`src/rtl/histogram_pkg.sv`:
```
// Shared types and width helpers for the histogram unit and its peak finder.
`timescale 1ns/1ps
package histogram_pkg;

  typedef enum logic [1:0] {
    StIdle,
    StRead,
    StDrain
  } hist_state_e;

  localparam int unsigned HistSize      = 7;
  localparam int unsigned HistMaxNumber = 127;

  function automatic int unsigned hist_addr_w(input int unsigned max_number);
    return $clog2(max_number);
  endfunction

  function automatic int unsigned hist_tot_w(input int unsigned size,
                                             input int unsigned max_number);
    return size + hist_addr_w(max_number);
  endfunction

  localparam int unsigned HistAddrW = hist_addr_w(HistMaxNumber);

  typedef logic [HistAddrW-1:0] hist_bin_addr_t;

endpackage

```
`src/rtl/hist_peak_accum.sv`:
```
// Running peak/total accumulator for the histogram peak finder.
// Optional non-zero bin counter enabled by HIST_NONZERO_COUNT_EN.
`timescale 1ns/1ps
module hist_peak_accum #(
  parameter int unsigned SIZE   = 7,
  parameter int unsigned ADDR_W = 7,
  parameter int unsigned TOT_W  = 14
) (
  input  logic              clk_i,
  input  logic              rst_ni,
  input  logic              clr_i,
  input  logic              vld_i,
  input  logic [ADDR_W-1:0] idx_i,
  input  logic [SIZE-1:0]   data_i,
  // Next-state values: include the word accumulated on the coming edge.
  output logic [ADDR_W-1:0] peak_bin_nxt_o,
  output logic [SIZE-1:0]   peak_cnt_nxt_o,
  output logic [TOT_W-1:0]  total_nxt_o
`ifdef HIST_NONZERO_COUNT_EN
  ,
  output logic [ADDR_W:0]   nz_nxt_o
`endif
);

  logic [ADDR_W-1:0] peak_bin_q, peak_bin_d;
  logic [SIZE-1:0]   peak_cnt_q, peak_cnt_d;
  logic [TOT_W-1:0]  total_q, total_d;
`ifdef HIST_NONZERO_COUNT_EN
  logic [ADDR_W:0]   nz_q, nz_d;
`endif

  always_comb begin
    peak_bin_d = peak_bin_q;
    peak_cnt_d = peak_cnt_q;
    total_d    = total_q;
`ifdef HIST_NONZERO_COUNT_EN
    nz_d       = nz_q;
`endif
    if (clr_i) begin
      peak_bin_d = '0;
      peak_cnt_d = '0;
      total_d    = '0;
`ifdef HIST_NONZERO_COUNT_EN
      nz_d       = '0;
`endif
    end else if (vld_i) begin
      total_d = total_q + TOT_W'(data_i);
      // Strict compare over ascending addresses keeps the lowest index on ties.
      if (data_i > peak_cnt_q) begin
        peak_cnt_d = data_i;
        peak_bin_d = idx_i;
      end
`ifdef HIST_NONZERO_COUNT_EN
      if (data_i != '0) begin
        nz_d = nz_q + 1'b1;
      end
`endif
    end
  end

  always_ff @(posedge clk_i or negedge rst_ni) begin
    if (!rst_ni) begin
      peak_bin_q <= '0;
      peak_cnt_q <= '0;
      total_q    <= '0;
`ifdef HIST_NONZERO_COUNT_EN
      nz_q       <= '0;
`endif
    end else begin
      peak_bin_q <= peak_bin_d;
      peak_cnt_q <= peak_cnt_d;
      total_q    <= total_d;
`ifdef HIST_NONZERO_COUNT_EN
      nz_q       <= nz_d;
`endif
    end
  end

  assign peak_bin_nxt_o = peak_bin_d;
  assign peak_cnt_nxt_o = peak_cnt_d;
  assign total_nxt_o    = total_d;
`ifdef HIST_NONZERO_COUNT_EN
  assign nz_nxt_o       = nz_d;
`endif

endmodule

```
`src/rtl/histogram_peak_finder.sv`:
```
// Scans all histogram bins on START and reports peak bin, peak count and total.
// Define HIST_NONZERO_COUNT_EN to add the nz_bins output.
`timescale 1ns/1ps
module histogram_peak_finder
  import histogram_pkg::*;
#(
  parameter int unsigned SIZE       = HistSize,
  parameter int unsigned MAX_NUMBER = HistMaxNumber,
  localparam int unsigned ADDR_W    = hist_addr_w(MAX_NUMBER),
  localparam int unsigned TOT_W     = hist_tot_w(SIZE, MAX_NUMBER)
) (
  input  logic              CLK,
  input  logic              RST,
  input  logic              START,
  output logic              rd_en,
  output logic [ADDR_W-1:0] rd_addr,
  input  logic [SIZE-1:0]   mem_out,
  output logic              BUSY,
  output logic              DONE,
  output logic [ADDR_W-1:0] peak_bin,
  output logic [SIZE-1:0]   peak_cnt,
  output logic [TOT_W-1:0]  total
`ifdef HIST_NONZERO_COUNT_EN
  ,
  output logic [ADDR_W:0]   nz_bins
`endif
);

  localparam logic [ADDR_W-1:0] LastAddr = ADDR_W'(MAX_NUMBER);

  hist_state_e state_q, state_d;
  logic              rd_en_q, rd_en_d;
  logic [ADDR_W-1:0] rd_addr_q, rd_addr_d;
  logic              busy_q, busy_d;
  logic              done_q, done_d;
  logic [ADDR_W-1:0] peak_bin_q, peak_bin_d;
  logic [SIZE-1:0]   peak_cnt_q, peak_cnt_d;
  logic [TOT_W-1:0]  total_q, total_d;
  // mem_out qualifier and the address it belongs to, one cycle behind the read.
  logic              vld_q, vld_d;
  logic [ADDR_W-1:0] idx_q, idx_d;
  logic              clr;
  logic              load;

  logic [ADDR_W-1:0] acc_bin;
  logic [SIZE-1:0]   acc_cnt;
  logic [TOT_W-1:0]  acc_total;
`ifdef HIST_NONZERO_COUNT_EN
  logic [ADDR_W:0]   acc_nz;
  logic [ADDR_W:0]   nz_q, nz_d;
`endif

  always_comb begin
    state_d   = state_q;
    rd_en_d   = rd_en_q;
    rd_addr_d = rd_addr_q;
    busy_d    = busy_q;
    done_d    = 1'b0;
    clr       = 1'b0;
    load      = 1'b0;
    unique case (state_q)
      StIdle: begin
        if (START) begin
          state_d   = StRead;
          rd_en_d   = 1'b1;
          rd_addr_d = '0;
          busy_d    = 1'b1;
          clr       = 1'b1;
        end
      end
      StRead: begin
        if (rd_addr_q == LastAddr) begin
          rd_en_d = 1'b0;
          state_d = StDrain;
        end else begin
          rd_addr_d = rd_addr_q + 1'b1;
        end
      end
      StDrain: begin
        load    = 1'b1;
        done_d  = 1'b1;
        busy_d  = 1'b0;
        state_d = StIdle;
      end
      default: state_d = StIdle;
    endcase
  end

  assign vld_d = rd_en_q;
  assign idx_d = rd_addr_q;

  always_comb begin
    peak_bin_d = peak_bin_q;
    peak_cnt_d = peak_cnt_q;
    total_d    = total_q;
`ifdef HIST_NONZERO_COUNT_EN
    nz_d       = nz_q;
`endif
    if (load) begin
      peak_bin_d = acc_bin;
      peak_cnt_d = acc_cnt;
      total_d    = acc_total;
`ifdef HIST_NONZERO_COUNT_EN
      nz_d       = acc_nz;
`endif
    end
  end

  hist_peak_accum #(
    .SIZE   (SIZE),
    .ADDR_W (ADDR_W),
    .TOT_W  (TOT_W)
  ) u_accum (
    .clk_i          (CLK),
    .rst_ni         (RST),
    .clr_i          (clr),
    .vld_i          (vld_q),
    .idx_i          (idx_q),
    .data_i         (mem_out),
    .peak_bin_nxt_o (acc_bin),
    .peak_cnt_nxt_o (acc_cnt),
    .total_nxt_o    (acc_total)
`ifdef HIST_NONZERO_COUNT_EN
    ,
    .nz_nxt_o       (acc_nz)
`endif
  );

  always_ff @(posedge CLK or negedge RST) begin
    if (!RST) begin
      state_q    <= StIdle;
      rd_en_q    <= 1'b0;
      rd_addr_q  <= '0;
      busy_q     <= 1'b0;
      done_q     <= 1'b0;
      peak_bin_q <= '0;
      peak_cnt_q <= '0;
      total_q    <= '0;
      vld_q      <= 1'b0;
      idx_q      <= '0;
`ifdef HIST_NONZERO_COUNT_EN
      nz_q       <= '0;
`endif
    end else begin
      state_q    <= state_d;
      rd_en_q    <= rd_en_d;
      rd_addr_q  <= rd_addr_d;
      busy_q     <= busy_d;
      done_q     <= done_d;
      peak_bin_q <= peak_bin_d;
      peak_cnt_q <= peak_cnt_d;
      total_q    <= total_d;
      vld_q      <= vld_d;
      idx_q      <= idx_d;
`ifdef HIST_NONZERO_COUNT_EN
      nz_q       <= nz_d;
`endif
    end
  end

  assign rd_en    = rd_en_q;
  assign rd_addr  = rd_addr_q;
  assign BUSY     = busy_q;
  assign DONE     = done_q;
  assign peak_bin = peak_bin_q;
  assign peak_cnt = peak_cnt_q;
  assign total    = total_q;
`ifdef HIST_NONZERO_COUNT_EN
  assign nz_bins  = nz_q;
`endif

endmodule

```
`config.mk`:
```
export PLATFORM = sky130hd
export DESIGN_NAME = histogram_peak_finder
export DESIGN_NICKNAME = d
export VERILOG_FILES = /design/src/rtl/histogram_pkg.sv /design/src/rtl/hist_peak_accum.sv /design/src/rtl/histogram_peak_finder.sv
export SDC_FILE = /design/constraint.sdc
export NUM_CORES = 1
export LEC_CHECK = 0
export ABC_AREA = 1
export CAP_MARGIN = 20
export CORE_MARGIN = 10
export CORE_UTILIZATION = 36
export DETAILED_ROUTE_END_ITERATION = 12
export HOLD_SLACK_MARGIN = 0.08
export PLACE_DENSITY_LB_ADDON = 0.12
export SLEW_MARGIN = 0
export SYNTH_ARGS = -nofsm -noshare
export SYNTH_HDL_FRONTEND = slang
export SYNTH_SLANG_ARGS = --single-unit
```
`constraint.sdc`:
```
create_clock -name CLK -period 2.4 [get_ports CLK]
set_input_delay 0.48 -clock CLK [delete_from_list [all_inputs] [get_ports CLK]]
set_output_delay 0.48 -clock CLK [all_outputs]
set_load 0.005 [all_outputs]
```
==> results of run 1 <==
through the flow:
stage / cell area [µm²] / setup TNS [ns]
after CTS: 4800 / 0
after detailed placement: 4559 / -0.1945
after floorplan: 3875 / 0
after global placement: 4559 / -0.01259
final: 4800 / 0
after global routing: 4800 / 0
layout make-up:
type	count	share of cell area
sequential	76	0.3962
timing repair buffer	63	0.1257
multi-input combinational	289	0.3412
inverter	67	0.05344
clock inverter	7	0.02216
tap	136	0.03545
clock buffer	9	0.02581
cell families after synthesis:
group	Yosys count	synth area share
adders and majority gates	16	0.05360
and+or+nand+nor	239	0.3148
buffers and inverters	83	0.08653
xor gates and xnor gates	3	0.006782
AOI/OAI and AO/OA	29	0.04230
DFF	76	0.4908
muxes	2	0.005166
power by group:
group	switching, mW	internal [mW]	total, mW	leakage, nW
Combinational	1.36	1.24	2.61	1.44
Sequential	0.317	1.80	2.12	0.878
Clock	0.542	0.606	1.15	0.117
Total	2.22	3.65	5.87	2.44
flip-flops by register name (all words and copies together) (netlist names), 7 cells and up:
signal              count
idx_q                   7
peak_bin                7
peak_cnt                7
rd_addr                 7
total                  14
u_accum.peak_bin_q      7
u_accum.peak_cnt_q      7
u_accum.total_q        14
layout by cell type, fill, tap and decap left out, types with 5 or more instances in the layout:
cell type	n
nand2_1	113
dfrtp_1	76
inv_1	61
clkdlybuf4s50_1	46
nand4_1	30
nand3_1	27
nor2_1	17
and3_1	16
ha_1	15
buf_4	15
o21ai_1	13
nand2_2	11
clkbuf_8	9
a21oi_1	7
inv_2	5
worst paths after layout:
check                              startpoint          to  cells past startpoint
max                                mem_out[0]    total[4]                     10
min                                     rd_en       vld_q                      0
max reg2reg                u_accum.total_q[0]    total[4]                      9
min reg2reg                             rd_en       vld_q                      0
max in group asynchronous                 RST  rd_addr[6]                      3
min in group asynchronous                 RST    total[7]                      2
layer usage:
| metal | vias up | track usage |
|---|---|---|
| met2 | 32 | 0.1901 |
| met1 | 1395 | 0.1632 |
| met4 | 0 | 0.05022 |
| li1 | 1562 | - |
| met5 | - | 0 |
| met3 | 12 | 0.03077 |
==> out/results.ini, run 1 <==
[critical_path]
crit_path_max_fanout = 3
critPathMaxStageDelay_ns = 0.46
slowest_stage = clkdlybuf4s50_1
worstPathCellList = clkdlybuf4s50_1 -> ha_1 -> fa_1 -> nand2_1 -> nand2_1 -> and2_1 -> or2_1 -> nand3_1 -> nand2_1 -> o21ai_1
startpoint_type = input port
worstSetupPathType = input port to flop
r2r_slack_ns = 0.57
worst-path-buf-inv = 1
worst_ep_required_time_ns = 2.68
worstPathArrival_ns = 2.36
cpMostUsedCell = nand2_1
worstSetupEndpointType = flop
path_delay_family = simple AND/OR/NAND/NOR gates

[placement]
post-place-ws_ns = -0.06478
place_inst = 630
place_congestion = 0.8506
port_buffers = 47
dp.final_hpwl_um = 6360

[synthesis]
synth.top_cell.area_share = 0.4908
postSynth.asyncResetShare = 1.000
netlist_instances = 448
synth_ff_type = dfrtp_1
ys_types = 40
synth_edf_count = 0
synthTopCellsByCount = nand2_1, dfrtp_1, inv_1
yosysSeqAreaShare = 0.4908
synth.avg_cell_area_um2 = 8.649
synth.largest_area_cell = dfrtp_1
yosysWarnings = 0
synth_area_mm2 = 0.003875
synth_most_common_cell = nand2_1
syn_nets = 474
synth_seq_cells = 76
synth_area_leaders = dfrtp_1, nand2_1, inv_1, ha_1, nand4_1

[cells_and_area]
seqCellArea_mm2 = 0.001902
nets = 532
finish.utilization = 0.4608
n_antenna_cell = 0
multi_input_area_mm2 = 0.001638
area_delta_synth_final_pct = 23.86
nFillCells = 1030
finalNonFillerCells = 647
drive_above_1_share = 0.1292

[cts]
clkTransAtPathRegs_ns = 0.08
clock_path_buffers = 2
clkSinkCount = 76
cts_resized = 0
htree_num_levels = 3
cts_root_buffer = clkbuf_8
numCtsBuffers = 9
cts_setup_buffers = 0
clock_latency_ns = 0.36
postCtsHoldBufs = 1
cts_tree = built

[sta]
fin_crit_ns = 2.080
rsz0062_at_grt = false
finalClockSkew_ns = 0.009403
worstMarginPinSlew_ns = 0.6742
finalSetupViolations = 0
finalCritPeriodShare = 0.8665
timing.final.ws_setup_ns = 0.3204
report.final.slew_viol_count = 0
timing.hold.ws_ns = 0.4166
max_freq_mhz = 480.9
relSlewSlack = 0.5499
hold_viol_final = 0

[routing]
ant_nets = 0
met2_length_um = 4050
drc = 0
viasPerCell = 4.638
num_vias = 3001
wl_met1_um = 4400
firstDrtPassIters = 4
routed_wl_um = 8923
drt-initial-drc-count = 174
route.met3.wl_um = 331
wire_per_inst_um = 13.79
dr.max_layer_used = met4

[power_and_ir_drop]
power.total_mw = 5.872
vdd_drop_max_mv = 0.4809
powerDensity_mw_per_mm2 = 1223
power.static_leakage_nw = 2.435

[global_route]
antenna_found_initial = 0
overflow = 0
grt_max_degree = 52
grt_pass1_wl_um = 14970
grt_pass1_vias = 2990
grt_usage = 0.1237

[floorplan]
dieHeight_um = 123.8
floorplan.initialDensity = 0.3720
dieArea_mm2 = 0.01531
ios = 48
core_mm2 = 0.01042
placementRows = 37
die_w_um = 123.8

[status]
status = finished, final reports clean

[min_path]
hold_path_class = flop to flop

[run]
drv_cap = 0

Power figures use the tool's default switching activity.
==> run 2, diff against run 1 <==
- CORE_UTILIZATION: 36 -> 30
==> run 2 against run 1 <==
  * Wire length increased by 2.6%
  * Via count increased by 0.37%
  * Fmax increased by 0.99%
  * Sequential cell count unchanged
  * Core utilization decreased by 6.9 points
  * Critical path depth unchanged
  * Critical path type unchanged
==> out/results.ini, run 2 (synthesis gave the netlist of run 1 again) <==
[cts]
clock_path_buffers = 2  ; unchanged
numCtsBuffers = 9  ; unchanged
htree_num_levels = 3  ; unchanged
clkTransAtPathRegs_ns = 0.06  ; -0.02 ns
postCtsHoldBufs = 0  ; -1
clkSinkCount = 76  ; unchanged
cts_setup_buffers = 0  ; unchanged
clock_latency_ns = 0.34  ; -0.02 ns
cts_tree = built
cts_resized = 0  ; unchanged
cts_root_buffer = clkbuf_16

[critical_path]
crit_path_max_fanout = 3  ; unchanged
worst_ep_required_time_ns = 2.66  ; -0.02 ns
cpMostUsedCell = nand2_1
worstPathCellList = clkdlybuf4s50_1 -> ha_1 -> fa_1 -> nand2_1 -> nand2_1 -> and2_1 -> or2_1 -> nand3_1 -> nand2_1 -> o21ai_1
startpoint_type = input port
worstSetupPathType = input port to flop
slowest_stage = clkdlybuf4s50_1
worstSetupEndpointType = flop
worstPathArrival_ns = 2.32  ; -0.04 ns
critPathMaxStageDelay_ns = 0.44  ; -0.02 ns

[cells_and_area]
n_antenna_cell = 0  ; unchanged
drive_above_1_share = 0.1275  ; -0.001708
area_delta_synth_final_pct = 27.58
nets = 531  ; -0.19%
final_common_cell = nand2_1
final_cell_mix = nand2_1, dfrtp_1, inv_1
finish.utilization = 0.3917  ; -0.06905

[global_route]
antenna_found_initial = 0  ; unchanged
grt_max_degree = 45  ; -13%
overflow = 0  ; unchanged
grt_pass1_vias = 3007  ; +0.57%
grt_usage = 0.1078  ; -0.01595
grt_pass1_wl_um = 15470  ; +3.4%

[routing]
ant_nets = 0  ; unchanged
drt-initial-drc-count = 151  ; -13%
routed_wl_um = 9155  ; +2.6%
drc = 0  ; unchanged
wire_per_inst_um = 13.42  ; -2.7%
viasPerCell = 4.416  ; -4.8%
firstDrtPassIters = 4  ; unchanged
num_vias = 3012  ; +0.37%

[sta]
finalClockSkew_ns = 0.005092  ; -0.004311 ns
finalSetupViolations = 0  ; unchanged
worstMarginPinSlew_ns = 0.7292  ; +0.05498 ns
hold_viol_final = 0  ; unchanged
report.final.slew_viol_count = 0  ; unchanged
rsz0062_at_grt = false
fin_crit_ns = 2.059  ; -0.02031 ns
relSlewSlack = 0.5132  ; -0.03671
timing.hold.ws_ns = 0.08769  ; -0.3289 ns
max_freq_mhz = 485.6  ; +0.99%
finalCritPeriodShare = 0.8580  ; -0.008464

[power_and_ir_drop]
switching_share = 0.3561  ; -0.02249
power.static_leakage_nw = 2.473  ; +1.5%
vdd_drop_max_mv = 0.4186  ; -13%
comb_power_share = 0.417  ; -0.027
p_switching_mw = 2.209  ; -0.64%
internal_power_mw = 3.994  ; +9.5%
powerDensity_mw_per_mm2 = 1255  ; +2.6%
seqPwrFrac = 0.342  ; -0.019
clkPwrFrac = 0.241  ; +0.046

[floorplan]
die_w_um = 133.7  ; +8.0%
ios = 48  ; unchanged
dieArea_mm2 = 0.01786  ; +17%
dieHeight_um = 133.7  ; +8.0%
core_mm2 = 0.01262  ; +21%
floorplan.initialDensity = 0.3071  ; -0.06495
placementRows = 41  ; +11%

[placement]
port_buffers = 47  ; unchanged
place_congestion = 0.8388  ; -1.4%
dp.final_hpwl_um = 6555  ; +3.1%

[status]
status = finished, final reports clean

[run]
drv_cap = 0  ; unchanged

[min_path]
hold_path_class = input port to asynchronous set/reset pin

## run 2: changes by cell type in the layout (fill, tap and decap cells not counted), moves of 2 or more
cell        change
clkbuf_16       +9
inv_6           -2
clkinvlp_4      +2
clkbuf_8        -8
## run 2: final timing paths
| kind | startpoint | endpoint | cells past startpoint | slack, ns |
|---|---|---|---|---|
| setup / recovery | mem_out[0] | total[4] | 10 | 0.34 |
| hold / removal | RST | total[5] | 1 | 0.09 |
| setup reg to reg | u_accum.total_q[0] | total[4] | 9 | 0.58 |
| hold reg to reg | rd_en | vld_q | 0 | 0.41 |
| max in group asynchronous | RST | peak_bin[4] | 2 | 1.72 |
| min in group CLK | rd_en | vld_q | 0 | 0.41 |
## run 2: cell type report
type	instances	area, µm²
repair buffers	62	605.6
clock buffers	11	242.7
clock inverters	5	83.83
multi-input cells	289	1638
well taps	172	215.2
inverters	67	256.5
flip-flops and latches	76	1902
fillers	1338	7676
## run 2: critical path, delay by kind of cell
family	cells	cell delay, ns
adder cells (fa/ha/maj)	2	0.63
AO/OA/AOI/OAI	1	0.11
buffers and inverters	1	0.44
AND/OR/NAND/NOR	6	0.64
## run 2: routing by layer
layer,GRT usage,up-vias,wire length [µm]
li1,-,1555,-
met4,0.05200,0,210
met5,0,-,0
met2,0.1688,44,4240
met1,0.1357,1399,4337
met3,0.02632,14,367
## run 2: metrics by stage
step	setup WS (ns)	total power, mW	area (µm²)	TNS (ns)	cells
detailed placement	-0.01869	4.784	4617	-0.04969	666
finish	0.3407	6.203	4943	0	682
floorplan	0.5441	3.753	3875	0	448
global route	0.1865	6.779	4943	0	682
global placement	-0.02043	4.767	4617	-0.04620	666
CTS	0.3389	6.318	4943	0	682
## run 2: power groups by stage
stage	Clock (mW)	Combinational [mW]	Sequential, mW
2_1_floorplan	0	1.66	2.10
3_3_place_gp	0	2.62	2.15
3_5_place_dp	0	2.63	2.15
4_1_cts	1.53	2.65	2.13
5_1_grt	1.58	2.99	2.20
6_report	1.49	2.59	2.12
==> run 3, diff against run 2 <==
- CTS_CLUSTER_DIAMETER: unset -> 40
==> results of run 3 <==
No change in the layout: final DEF, timing and power equal those of run 2.
